## config.mk

```make
export PLATFORM = sky130hd
export DESIGN_NAME = fpu_issue_ctrl
export DESIGN_NICKNAME = d
export VERILOG_FILES = /design/src/rtl/fpu_issue_pkg.sv /design/src/rtl/fpu_issue_fifo.sv /design/src/rtl/fpu_issue_ctrl.sv
export SDC_FILE = /design/constraint.sdc
export NUM_CORES = 1
export LEC_CHECK = 0
export ABC_AREA = 0
export CAP_MARGIN = 20
export CORE_ASPECT_RATIO = 1.5
export CORE_MARGIN = 1.5
export CORE_UTILIZATION = 38
export CTS_CLUSTER_DIAMETER = 150
export DETAILED_ROUTE_END_ITERATION = 6
export PLACE_DENSITY_LB_ADDON = 0.25
export SLEW_MARGIN = 20
export SYNTH_ARGS = -nofsm -noshare
export SYNTH_HDL_FRONTEND = slang
export SYNTH_SLANG_ARGS = --single-unit
```

## constraint.sdc

```tcl
create_clock -name i_clk -period 8.75 [get_ports i_clk]
set_input_delay 2.625 -clock i_clk [delete_from_list [all_inputs] [get_ports i_clk]]
set_output_delay 2.625 -clock i_clk [all_outputs]
set_load 0.005 [all_outputs]
```

## src/rtl/fpu_issue_pkg.sv

```systemverilog
// Shared constants and default-width command/result records for the FPU issue front end.
// FPU_ISSUE_EXC_FLAG_EN adds a per-result infinity/NaN flag.
package fpu_issue_pkg;
   localparam int         FPU_LAT      = 2;
   localparam int         FP_W         = 32;
   localparam int         DEF_TAG_W    = 4;
   localparam logic [7:0] EXP_ALL_ONES = 8'hFF;
   localparam logic       OP_ADD       = 1'b0;
   localparam logic       OP_MUL       = 1'b1;

   typedef struct packed {
      logic [FP_W-1:0]      a;
      logic [FP_W-1:0]      b;
      logic                 op;
      logic [DEF_TAG_W-1:0] tag;
   } cmd_t;

   typedef struct packed {
      logic [FP_W-1:0]      data;
      logic [DEF_TAG_W-1:0] tag;
      logic                 op;
`ifdef FPU_ISSUE_EXC_FLAG_EN
      logic                 exc;
`endif
   } res_t;

   // Exponent all ones covers both infinity and NaN.
   function automatic logic is_exc(input logic [FP_W-1:0] v);
      return v[30:23] == EXP_ALL_ONES;
   endfunction
endpackage

```

## src/rtl/fpu_issue_fifo.sv

```systemverilog
// Synchronous FIFO with occupancy count; head reads as zero while empty.
module fpu_issue_fifo #(
   parameter int WIDTH = 8,
   parameter int DEPTH = 4
) (
   input  logic                     i_clk,
   input  logic                     i_rst_n,
   input  logic                     i_push,
   input  logic [WIDTH-1:0]         i_data,
   input  logic                     i_pop,
   output logic [WIDTH-1:0]         o_data,
   output logic [$clog2(DEPTH):0]   o_count
);
   localparam int AW = $clog2(DEPTH);
   localparam logic [AW-1:0] PTR_ONE = 1;
   localparam logic [AW:0]   CNT_ONE = 1;
   localparam logic [AW:0]   CNT_MAX = DEPTH[AW:0];

   logic [WIDTH-1:0] mem_q [DEPTH];
   logic [AW-1:0]    wr_ptr_q, rd_ptr_q;
   logic [AW:0]      count_q;
   logic             push_ok, pop_ok;

   assign push_ok = i_push && (count_q != CNT_MAX);
   assign pop_ok  = i_pop && (count_q != '0);
   assign o_data  = (count_q != '0) ? mem_q[rd_ptr_q] : '0;
   assign o_count = count_q;

   always_ff @(posedge i_clk) begin
      if (push_ok) mem_q[wr_ptr_q] <= i_data;
   end

   always_ff @(posedge i_clk or negedge i_rst_n) begin
      if (!i_rst_n) begin
         wr_ptr_q <= '0;
         rd_ptr_q <= '0;
         count_q  <= '0;
      end else begin
         if (push_ok) wr_ptr_q <= wr_ptr_q + PTR_ONE;
         if (pop_ok)  rd_ptr_q <= rd_ptr_q + PTR_ONE;
         if (push_ok && !pop_ok)      count_q <= count_q + CNT_ONE;
         else if (pop_ok && !push_ok) count_q <= count_q - CNT_ONE;
      end
   end
endmodule

```

## src/rtl/fpu_issue_ctrl.sv

```systemverilog
// Credit-limited command issue and in-order result return around a fixed-latency FPU.
// FPU_ISSUE_EXC_FLAG_EN adds o_res_exc (infinity/NaN flag per result).
module fpu_issue_ctrl
   import fpu_issue_pkg::*;
#(
   parameter int CMD_DEPTH = 4,
   parameter int RES_DEPTH = 4,
   parameter int TAG_W     = 4
) (
   input  logic             i_clk,
   input  logic             i_rst_n,
   input  logic             i_cmd_valid,
   output logic             o_cmd_ready,
   input  logic [FP_W-1:0]  i_cmd_a,
   input  logic [FP_W-1:0]  i_cmd_b,
   input  logic             i_cmd_op,
   input  logic [TAG_W-1:0] i_cmd_tag,
   output logic [FP_W-1:0]  o_fpu_data_1,
   output logic [FP_W-1:0]  o_fpu_data_2,
   output logic             o_fpu_op,
   output logic             o_fpu_data_valid,
   input  logic [FP_W-1:0]  i_fpu_data_out,
   output logic             o_res_valid,
   input  logic             i_res_ready,
   output logic [FP_W-1:0]  o_res_data,
   output logic [TAG_W-1:0] o_res_tag,
   output logic             o_res_op,
   output logic             o_busy
`ifdef FPU_ISSUE_EXC_FLAG_EN
   ,
   output logic             o_res_exc
`endif
);
   localparam int CCW = $clog2(CMD_DEPTH) + 1;
   localparam int RCW = $clog2(RES_DEPTH) + 1;
   localparam int IFW = $clog2(FPU_LAT + 1);
   localparam logic [CCW-1:0] CMD_FULL = CMD_DEPTH[CCW-1:0];
   localparam logic [RCW:0]   RES_CAP  = RES_DEPTH[RCW:0];

   // Same layout as the package records, widened to this instance's TAG_W.
   typedef struct packed {
      logic [FP_W-1:0]  a;
      logic [FP_W-1:0]  b;
      logic             op;
      logic [TAG_W-1:0] tag;
   } cmd_ent_t;

   typedef struct packed {
      logic [FP_W-1:0]  data;
      logic [TAG_W-1:0] tag;
      logic             op;
`ifdef FPU_ISSUE_EXC_FLAG_EN
      logic             exc;
`endif
   } res_ent_t;

   typedef struct packed {
      logic             valid;
      logic             op;
      logic [TAG_W-1:0] tag;
   } trk_t;

   cmd_ent_t       cmd_in, cmd_head;
   res_ent_t       res_in, res_head;
   logic [CCW-1:0] cmd_count;
   logic [RCW-1:0] res_count;
   logic           rdy_en_q;
   logic           cmd_push, issue, res_push, res_pop;
   logic [IFW-1:0] inflight;
   logic [RCW:0]   occupancy;
   trk_t           trk_q [FPU_LAT];
   trk_t           trk_d [FPU_LAT];

   // Ready stays low through reset and rises on the first edge after release.
   always_ff @(posedge i_clk or negedge i_rst_n) begin
      if (!i_rst_n) rdy_en_q <= 1'b0;
      else          rdy_en_q <= 1'b1;
   end

   assign o_cmd_ready = rdy_en_q && (cmd_count != CMD_FULL);
   assign cmd_push    = i_cmd_valid && o_cmd_ready;

   always_comb begin
      cmd_in     = '0;
      cmd_in.a   = i_cmd_a;
      cmd_in.b   = i_cmd_b;
      cmd_in.op  = i_cmd_op;
      cmd_in.tag = i_cmd_tag;
   end

   fpu_issue_fifo #(.WIDTH($bits(cmd_ent_t)), .DEPTH(CMD_DEPTH)) u_cmd_fifo (
      .i_clk   (i_clk),
      .i_rst_n (i_rst_n),
      .i_push  (cmd_push),
      .i_data  (cmd_in),
      .i_pop   (issue),
      .o_data  (cmd_head),
      .o_count (cmd_count)
   );

   always_comb begin
      inflight = '0;
      for (int i = 0; i < FPU_LAT; i++) inflight = inflight + IFW'(trk_q[i].valid);
   end

   // Every issued command must already own a result slot, since the FPU cannot stall.
   assign occupancy        = {1'b0, res_count} + (RCW+1)'(inflight);
   assign issue            = (cmd_count != '0) && (occupancy < RES_CAP);
   assign o_fpu_data_valid = issue;
   assign o_fpu_data_1     = cmd_head.a;
   assign o_fpu_data_2     = cmd_head.b;
   assign o_fpu_op         = trk_q[0].op;

   always_comb begin
      trk_d[0] = '0;
      if (issue) begin
         trk_d[0].valid = 1'b1;
         trk_d[0].op    = cmd_head.op;
         trk_d[0].tag   = cmd_head.tag;
      end
      for (int i = 1; i < FPU_LAT; i++) trk_d[i] = trk_q[i-1];
   end

   always_ff @(posedge i_clk or negedge i_rst_n) begin
      if (!i_rst_n) begin
         for (int i = 0; i < FPU_LAT; i++) trk_q[i] <= '0;
      end else begin
         for (int i = 0; i < FPU_LAT; i++) trk_q[i] <= trk_d[i];
      end
   end

   assign res_push = trk_q[FPU_LAT-1].valid;

   always_comb begin
      res_in      = '0;
      res_in.data = i_fpu_data_out;
      res_in.tag  = trk_q[FPU_LAT-1].tag;
      res_in.op   = trk_q[FPU_LAT-1].op;
`ifdef FPU_ISSUE_EXC_FLAG_EN
      res_in.exc  = is_exc(i_fpu_data_out);
`endif
   end

   fpu_issue_fifo #(.WIDTH($bits(res_ent_t)), .DEPTH(RES_DEPTH)) u_res_fifo (
      .i_clk   (i_clk),
      .i_rst_n (i_rst_n),
      .i_push  (res_push),
      .i_data  (res_in),
      .i_pop   (res_pop),
      .o_data  (res_head),
      .o_count (res_count)
   );

   assign o_res_valid = (res_count != '0);
   assign res_pop     = o_res_valid && i_res_ready;
   assign o_res_data  = res_head.data;
   assign o_res_tag   = res_head.tag;
   assign o_res_op    = res_head.op;
`ifdef FPU_ISSUE_EXC_FLAG_EN
   assign o_res_exc   = res_head.exc;
`endif

   assign o_busy = (cmd_count != '0) || (inflight != '0) || (res_count != '0);
endmodule

```

# After elaboration in Yosys (flattened, before gate mapping)

Memory sizes are Yosys's and may differ from the RTL's.
Index checks and enable logic that the tools add are counted.

Bits in registers: 27
Bits in latches: 0
RAM bits: 424
ROM bits: 0
Output and inout bits: 106
Logic and storage cells: 62
Memories: 2

Add/subtract/negate cells: 10
Multiply operators: 0
Divide/modulo/power cells: 0
Magnitude comparators: 1
Equality and inequality tests: 2
Shift operators: 0
Multiplexer cells: 11
Bitwise logic cells: 0
Reduce and logical (&&, ||, !) cells: 23

Memory list:

| name             | words | width | rd ports | clocked after Yosys merged registers in | write ports | line                 | source |
|---|---|---|---|---|---|---|---|
| u_cmd_fifo.mem_q | 4     | 69    | 1        | 0                                       | 1           | fpu_issue_fifo.sv:19 | `logic [WIDTH-1:0] mem_q [DEPTH];` |
| u_res_fifo.mem_q | 4     | 37    | 1        | 0                                       | 1           | fpu_issue_fifo.sv:19 |  |

Operators by type and width:

| operator            | count |
|---|---|
| $mux 69             | 1 |
| $mux 37             | 1 |
| $logic_and 1x1->1   | 12 |
| $mux 3              | 4 |
| $add 2x1->2 const B | 4 |
| $add 3x1->3 const B | 2 |
| $mux 6              | 1 |
| $ne 3x3->1 const B  | 2 |
| $reduce_bool 2->1   | 3 |
| $reduce_bool 3->1   | 2 |
| $sub 3x1->3 const B | 2 |
| $add 3x2->4         | 1 |
| $logic_not 1->1     | 4 |
| $lt 4x3->1 const B  | 1 |
| $mux 1              | 4 |
| $add 1x1->2         | 1 |
| $logic_or 1x1->1    | 2 |

# Depth between registers and ports, before layout

Gate-level depths: netlist (run 1).

Depth after elaboration: 8
Gate-level depth with buffers: 10
Depth with buffers taken out: 9

# Hierarchy

Synthesis (run 1) repeated with hierarchy kept, for this count alone.

Cell total of the unflattened synthesis: 780
Area, all modules: 17409.2 um^2

By module, submodules not included:

| module                       | times used | cells an instance | area each (um^2) | seq. area each (um^2) |
|---|---|---|---|---|
| fpu_issue_fifo at u_cmd_fifo | 1          | 472               | 10901.7          | 8463.1 |
| fpu_issue_fifo at u_res_fifo | 1          | 268               | 5983.2           | 4619.4 |
| fpu_issue_ctrl               | 1          | 40                | 524.3            | 325.3 |

# Worst setup path before layout (run 1)

OpenSTA, ideal clock, no wires.

Kind: in2reg
Start: input i_cmd_valid
End: memory u_cmd_fifo.mem_q[0][0] (netlist bit) (enable)
Library setup time: 0.435 ns
Arrival time: 4.675 ns
Slack: 3.640 ns
Cell stages on the path: 3
Path buffers: 0
Cell sequence: nand2_1 > a21oi_1 > and2_1

Cells in the longest elaborated chain, start to end: 4

RTL lines:

| element                      | line                 | source |
|---|---|---|
| start, declared              | fpu_issue_ctrl.sv:12 | `input logic i_cmd_valid,` |
| $logic_and 1x1->1            | fpu_issue_ctrl.sv:81 | `assign cmd_push = i_cmd_valid && o_cmd_ready;` |
| $logic_and 1x1->1            | fpu_issue_fifo.sv:24 | `assign push_ok = i_push && (count_q != CNT_MAX);` |
| net u_cmd_fifo.push_ok       | fpu_issue_fifo.sv:22 | `logic push_ok, pop_ok;` |
| $mux 1                       | fpu_issue_fifo.sv:30 | `if (push_ok) mem_q[wr_ptr_q] <= i_data;` |
| $mux 1 (implied by the code) | fpu_issue_fifo.sv:30 |  |
| end, declared                | fpu_issue_fifo.sv:19 |  |

The timed path passes the listed nets, and every way through them passes these cells.

# Worst setup path in the final report (run 1)

Start: register u_cmd_fifo.rd_ptr_q[0]
End: output o_fpu_data_1[19]

Cells in the longest elaborated chain, start to end: 2

RTL lines:

| element                | line                 | source |
|---|---|---|
| start, declared        | fpu_issue_fifo.sv:20 | `logic [AW-1:0] wr_ptr_q, rd_ptr_q;` |
| start signal, assigned | fpu_issue_fifo.sv:40 | `if (pop_ok) rd_ptr_q <= rd_ptr_q + PTR_ONE;` |
| $mem_v2 4x69           | n/a                  |  |
| $mux 69                | fpu_issue_fifo.sv:26 | `assign o_data = (count_q != '0) ? mem_q[rd_ptr_q] : '0;` |
| end, declared          | fpu_issue_ctrl.sv:18 | `output logic [FP_W-1:0] o_fpu_data_1,` |

Every way passes these cells.

==> impl_metrics.yaml, run 1 <==
clock_network:
  postCtsSetupBuffers: 0
  cts_hold_buf: 0
  ctsLongestPathBuffers: 3
  clk_root_buffer_cell: "clkbuf_16"
  clk_pin_slew_ps: 60
  cts_tree: "done"
  htree_levels: 2
  post_cts_resized: 0
  cts_buffers: 43
  numClockSinks: 451
  clock_latency_ps: 550
global_route:
  grt_use_total_pct: 14.9
  antenna_found_initial: 2
  grt-ovfl-total: 0
  grt_pass1_wl_um: 52100
  grt_max_degree: 68
  grt_pass1_vias: 8923
detailed_routing:
  vias: 7968
  drc: 0
  via_per_inst: 4.95
  avgRoutedWirePerCell_um: 21.2
  firstDrtPassIters: 4
  ant_nets: 0
  drtIter0Drc: 497
  routed_wirelength_um: 34100
placement:
  port_buffers: 210
  place.gp.congestion: 0.688
  place_ws_ps: 3080
  placedCellCount: 1531
  dp.final_hpwl_um: 19600
  dpl_cell_area_mm2: 0.0199
floorplan:
  die_w_um: 177
  num_io_pins: 211
  die_area_mm2: 0.0467
  start_util_pct: 38.5
  dieHeight_um: 264
  design.core.area_mm2: 0.0448
  rows: 95
setup_path:
  worstSetupStartpointType: "register"
  crit_required_ps: 6120
  path_cells: "buf_4, mux4_2, nor2b_1, clkdlybuf4s50_1"
  cp_slowest_stage_delay_ps: 990
  cp_data_arrival_time_ps: 3490
  cp_max_fo: 43
  slowest_stage: "dfrtp_4"
  endpoint_kind: "output pin"
  timing_worst_setup_path_type: "reg2out"
pwr:
  power.leakage_nw: 6.93
  p_per_area_mw_per_mm2: 332
  peakVddDrop_uv: 190
run_status:
  outcome: "finished, final reports clean"
synth:
  syn-instance-count: 765
  syn_nets: 885
  syn_area_per_cell_um2: 22.5
  synth.cell_area_mm2: 0.0172
  synth_seq_area_share_pct: 77.8
  synth_warnings: 0
  ys_types: 29
  ys_seq_elements: 451
sta:
  layout_min_cycle_time_ps: 6120
  finalSetupViolCount: 0
  fin_skew_ps: 20.2
  clock.fmax_mhz: 164
  rsz0062_at_grt: "false"
  slew_headroom_pct: 28.5
  worstMarginPinSlew_ps: 1070
  finalMaxSlewViolations: 0
  setup_ws_ps: 2630
  fin_tns_setup_ps: 0
  min_period_over_period_pct: 69.9
  hold_viol_final: 0
final_layout:
  drive_gt1_share_pct: 18.4
  final_cell_area_mm2: 0.0213
  finalNonFillerCells: 1610
  syn2layout_area_growth_pct: 23.5
  fin_util_pct: 47.5
  fin_nets: 1114
flow_run:
  drv_cap: 0
hold_path:
  hold_class: "reg2reg"
-- registers in the layout (all words and copies together), names as in the netlist, 2 cells and up --
register / flops
u_res_fifo.wr_ptr_q: 2
u_res_fifo.rd_ptr_q: 2
u_cmd_fifo.wr_ptr_q: 2
u_res_fifo.o_count: 3
u_cmd_fifo.o_count: 3
u_cmd_fifo.mem_q: 276
u_cmd_fifo.rd_ptr_q: 2
u_res_fifo.mem_q: 148
trk_d: 5
res_in: 5
-- cells by family after synthesis --
| kind of cell | count (synthesis) | share of synthesized area (%) |
|---|---|---|
| DFF | 451 | 77.8 |
| other | 1 | 0.0218 |
| and+or+nand+nor | 126 | 4.55 |
| muxes | 110 | 14.1 |
| xor gates and xnor gates | 12 | 0.610 |
| adders and majority gates | 15 | 1.18 |
| AOI/OAI and AO/OA | 4 | 0.160 |
| buffers and inverters | 46 | 1.56 |
-- final timing paths --
check                                       startpoint                     end  slack (ps)  depth (start not counted)
worst max-delay path            u_cmd_fifo.rd_ptr_q[0]        o_fpu_data_1[19]        2630                          4
worst min-delay path                          trk_d[0]               res_in[1]         350                          0
worst max register to register   u_cmd_fifo.o_count[2]   u_cmd_fifo.o_count[2]        5840                          8
worst min register to register                trk_d[0]               res_in[1]         350                          0
max in group asynchronous                      i_rst_n  u_cmd_fifo.rd_ptr_q[0]        5960                          2
min in group asynchronous                      i_rst_n  u_cmd_fifo.wr_ptr_q[1]        2470                          2
-- power by group --
part / internal (mW) / total [mW] / switching [mW]
sequential: 2.75 / 3.00 / 0.256
clock: 1.02 / 1.79 / 0.771
combinational: 1.37 / 2.27 / 0.898
-- worst max-delay path, delay by kind of cell (launching register included) --
kind	cells	cell delay, ps
buf+inv	2	1180
mux	1	590
flops	1	990
simple gates	1	140
-- routing by layer --
metal	share of wire, %	vias up	GRT usage, %
met5	0.067	-	0
met4	2.0	4	4.08
met3	7.8	50	4.66
met2	52	223	26.2
met1	38	4159	17.4
li1	-	3532	-
-- layout by cell type, fill, tap and decap left out, types with 7 or more instances in the layout --
master and instances:
dfrtp_1 23, edfxtp_1 424, inv_1 10, mux4_2 106, and2_4 7, xnor2_1 8
nor2b_1 65, clkdlybuf4s50_1 210, and2_1 37, ha_1 13, clkbuf_1 13, clkinv_1 7
clkbuf_16 44, buf_4 10
-- synth_stat cells --
cell | instances | area share (%)
nor3_2 | 1 | 0.058
xnor2_1 | 8 | 0.41
buf_2 | 11 | 0.32
a311o_1 | 1 | 0.058
nor2b_1 | 65 | 2.4
or2_0 | 1 | 0.036
inv_1 | 10 | 0.22
mux2i_1 | 1 | 0.058
conb_1 | 1 | 0.022
edfxtp_1 | 424 | 74
and2_1 | 45 | 1.6
nand2_1 | 2 | 0.044
a21oi_1 | 2 | 0.058
buf_6 | 9 | 0.59
ha_1 | 13 | 0.94
clkbuf_1 | 12 | 0.26
or3_1 | 1 | 0.036
xor2_1 | 4 | 0.20
buf_4 | 4 | 0.17
dfrtp_1 | 27 | 3.9
nand4b_1 | 1 | 0.051
nand3_1 | 1 | 0.029
fa_1 | 2 | 0.23
mux4_2 | 106 | 14
nor2_1 | 4 | 0.087
a21boi_0 | 1 | 0.044
mux2_2 | 3 | 0.20
and2b_1 | 4 | 0.17
nor3b_1 | 1 | 0.044
-- metrics by stage --
step,total power [mW],hold slack [ps]
after floorplan,4.24,331
after global placement,5.37,333
after detailed placement,5.39,336
after CTS,7.20,352
after global routing,7.45,363
final,7.06,350
-- area by class of cell --
cell class,count,area [um2]
clock inverter,20,193
multi-input combinational,268,3580
sequential,451,13400
timing repair buffer,220,2180
antenna,2,5.00
tap,582,728
inverter,10,37.5
fill,3691,23500
clock buffer,57,1150
Note: power is estimated with default switching activity, not from simulation.
==> inputs of run 2 (changes only) <==
==> constraint.sdc (replaced) <==
create_clock -name i_clk -period 5.1 [get_ports i_clk]
set_input_delay 1.53 -clock i_clk [delete_from_list [all_inputs] [get_ports i_clk]]
set_output_delay 1.53 -clock i_clk [all_outputs]
set_load 0.005 [all_outputs]
==> run 2 against run 1 <==
Die area stayed put; worst setup slack worse by 1900 ps; sequential power is 68% higher; count of clock-buffer cells in the layout is 4 lower; clock skew is 1.1 ps lower; hold slack better by 3.5 ps; global-route usage is 0.11 points higher; final cell count is 0.12% higher; clock power is 65% higher.
==> impl_metrics.yaml, run 2 (synthesis results as in run 1) <==
clock_network:
  clk_pin_slew_ps: 60
  cts_buffers: 43
  postCtsSetupBuffers: 0
  post_cts_resized: 0
  clk_root_buffer_cell: "clkbuf_16"
  htree_levels: 2
  cts_hold_buf: 0
  numClockSinks: 451
  clock_latency_ps: 550
  ctsLongestPathBuffers: 3
  cts_tree: "done"
sta:
  clock.fmax_mhz: 228
  fin_tns_setup_ps: 0
  finalMaxSlewViolations: 0
  worstMarginPinSlew_ps: 1040
  finalSetupViolCount: 0
  slew_headroom_pct: 30.6
  fin_skew_ps: 19.1
  layout_min_cycle_time_ps: 4390
  hold_viol_final: 0
  rsz0062_at_grt: "false"
  min_period_over_period_pct: 86.0
placement:
  port_buffers: 210
  dp.final_hpwl_um: 20500
  place.gp.congestion: 0.690
detailed_routing:
  avgRoutedWirePerCell_um: 21.2
  drc: 0
  drtIter0Drc: 392
  firstDrtPassIters: 5
  vias: 7933
  routed_wirelength_um: 34200
  via_per_inst: 4.92
  ant_nets: 0
final_layout:
  largest_registers: "u_cmd_fifo.mem_q (276), u_res_fifo.mem_q (148)"
  regMostFlops: "u_cmd_fifo.mem_q"
  mostFrequentLayoutCell: "edfxtp_1"
  most-common-layout-cells: "edfxtp_1 (424), clkdlybuf4s50_1 (210), mux4_2 (106)"
  n_antenna_cell: 0
  fin_nets: 1120
  largest_reg_flops: 276
  syn2layout_area_growth_pct: 24.0
  drive_gt1_share_pct: 19.0
floorplan:
  start_util_pct: 38.5
  rows: 95
  design.core.area_mm2: 0.0448
  die_w_um: 177
  num_io_pins: 211
  die_area_mm2: 0.0467
  dieHeight_um: 264
setup_path:
  timing_worst_setup_path_type: "reg2out"
  cp_common_cell: "ha_1"
  reg2reg_slack_ps: 2320
  worstSetupStartpointType: "register"
  r2r-start: "res_push"
  cp_slowest_stage_delay_ps: 600
  crit_required_ps: 3570
  cp-startpoint: "res_push"
  slowest_stage: "clkdlybuf4s50_1"
  endpoint_kind: "output pin"
  path_cells: "ha_1, ha_1, a311o_1, or2_0, inv_1, clkdlybuf4s50_1"
  cp_data_arrival_time_ps: 2860
  cp_max_fo: 8
pwr:
  p_per_area_mw_per_mm2: 565
  p_total_mw: 12.1
  peakVddDrop_uv: 332
  power.leakage_nw: 6.98
global_route:
  grt_pass1_wl_um: 52200
  grt-ovfl-total: 0
  antenna_found_initial: 1
  grt_use_total_pct: 15.0
  grt_max_degree: 68
  grt_pass1_vias: 8773
hold_path:
  min_from: "trk_d[1]"
  hold_class: "reg2reg"
flow_run:
  drv_cap: 0
run_status:
  outcome: "finished, final reports clean"
run 2: changes by cell type in the layout (fill, tap and decap cells not counted), moves of 2 or more:
cell and delta:
bufinv_16 -2, buf_4 -2, clkbuf_1 -5, clkinvlp_4 -2
clkinv_1 +2, diode_2 -2, buf_12 +8, inv_6 -2
clkinv_2 +6
run 2: final cells by class:
| type | instances | area (um2) |
|---|---|---|
| clock buffers | 53 | 1160 |
| multi-input cells | 268 | 3580 |
| inverters | 10 | 37.5 |
| flip-flops and latches | 451 | 13400 |
| fillers | 3734 | 23400 |
| clock inverters | 22 | 130 |
| well taps | 582 | 728 |
| repair buffers | 226 | 2320 |
run 2: where the power goes:
part	total [mW]	switching [mW]	internal, mW	leakage, nW
sequential	5.04	0.327	4.71	4.18
clock	2.95	1.30	1.65	0.636
combinational	4.09	1.67	2.42	2.16
total	12.1	3.30	8.78	6.98
run 2: worst max-delay path: cells and delay by family (launching register included):
kind | cells | cell delay, ps
adders and majority gates | 2 | 460
and+or+nand+nor | 1 | 390
AOI/OAI and AO/OA | 1 | 320
buffers and inverters | 2 | 750
DFF | 1 | 390
run 2: metrics by stage:
step	instances	instance area, um2	hold WS (ps)	utilization, %	setup WS (ps)
floorplan	765	17200	331	-	1090
global placement	1537	20100	332	44.8	1190
detailed placement	1537	20100	341	44.8	1170
CTS	1612	21400	356	47.7	654
global route	1612	21400	364	47.7	570
finish	1612	21400	353	47.7	713
run 2: worst paths after layout:
kind / to / depth (start not counted)
worst max-delay path: o_fpu_data_valid / 6
worst min-delay path: res_in[2] / 0
worst max register to register: u_cmd_fifo.o_count[2] / 9
worst min register to register: res_in[2] / 0
max in group asynchronous: u_cmd_fifo.o_count[0] / 2
min in group asynchronous: res_in[1] / 1
run 2: layer usage:
layer	global-route usage, %	share of wire [%]
met5	0	0.032
met4	4.31	2.2
met3	4.82	7.5
met2	26.4	52
met1	17.3	38
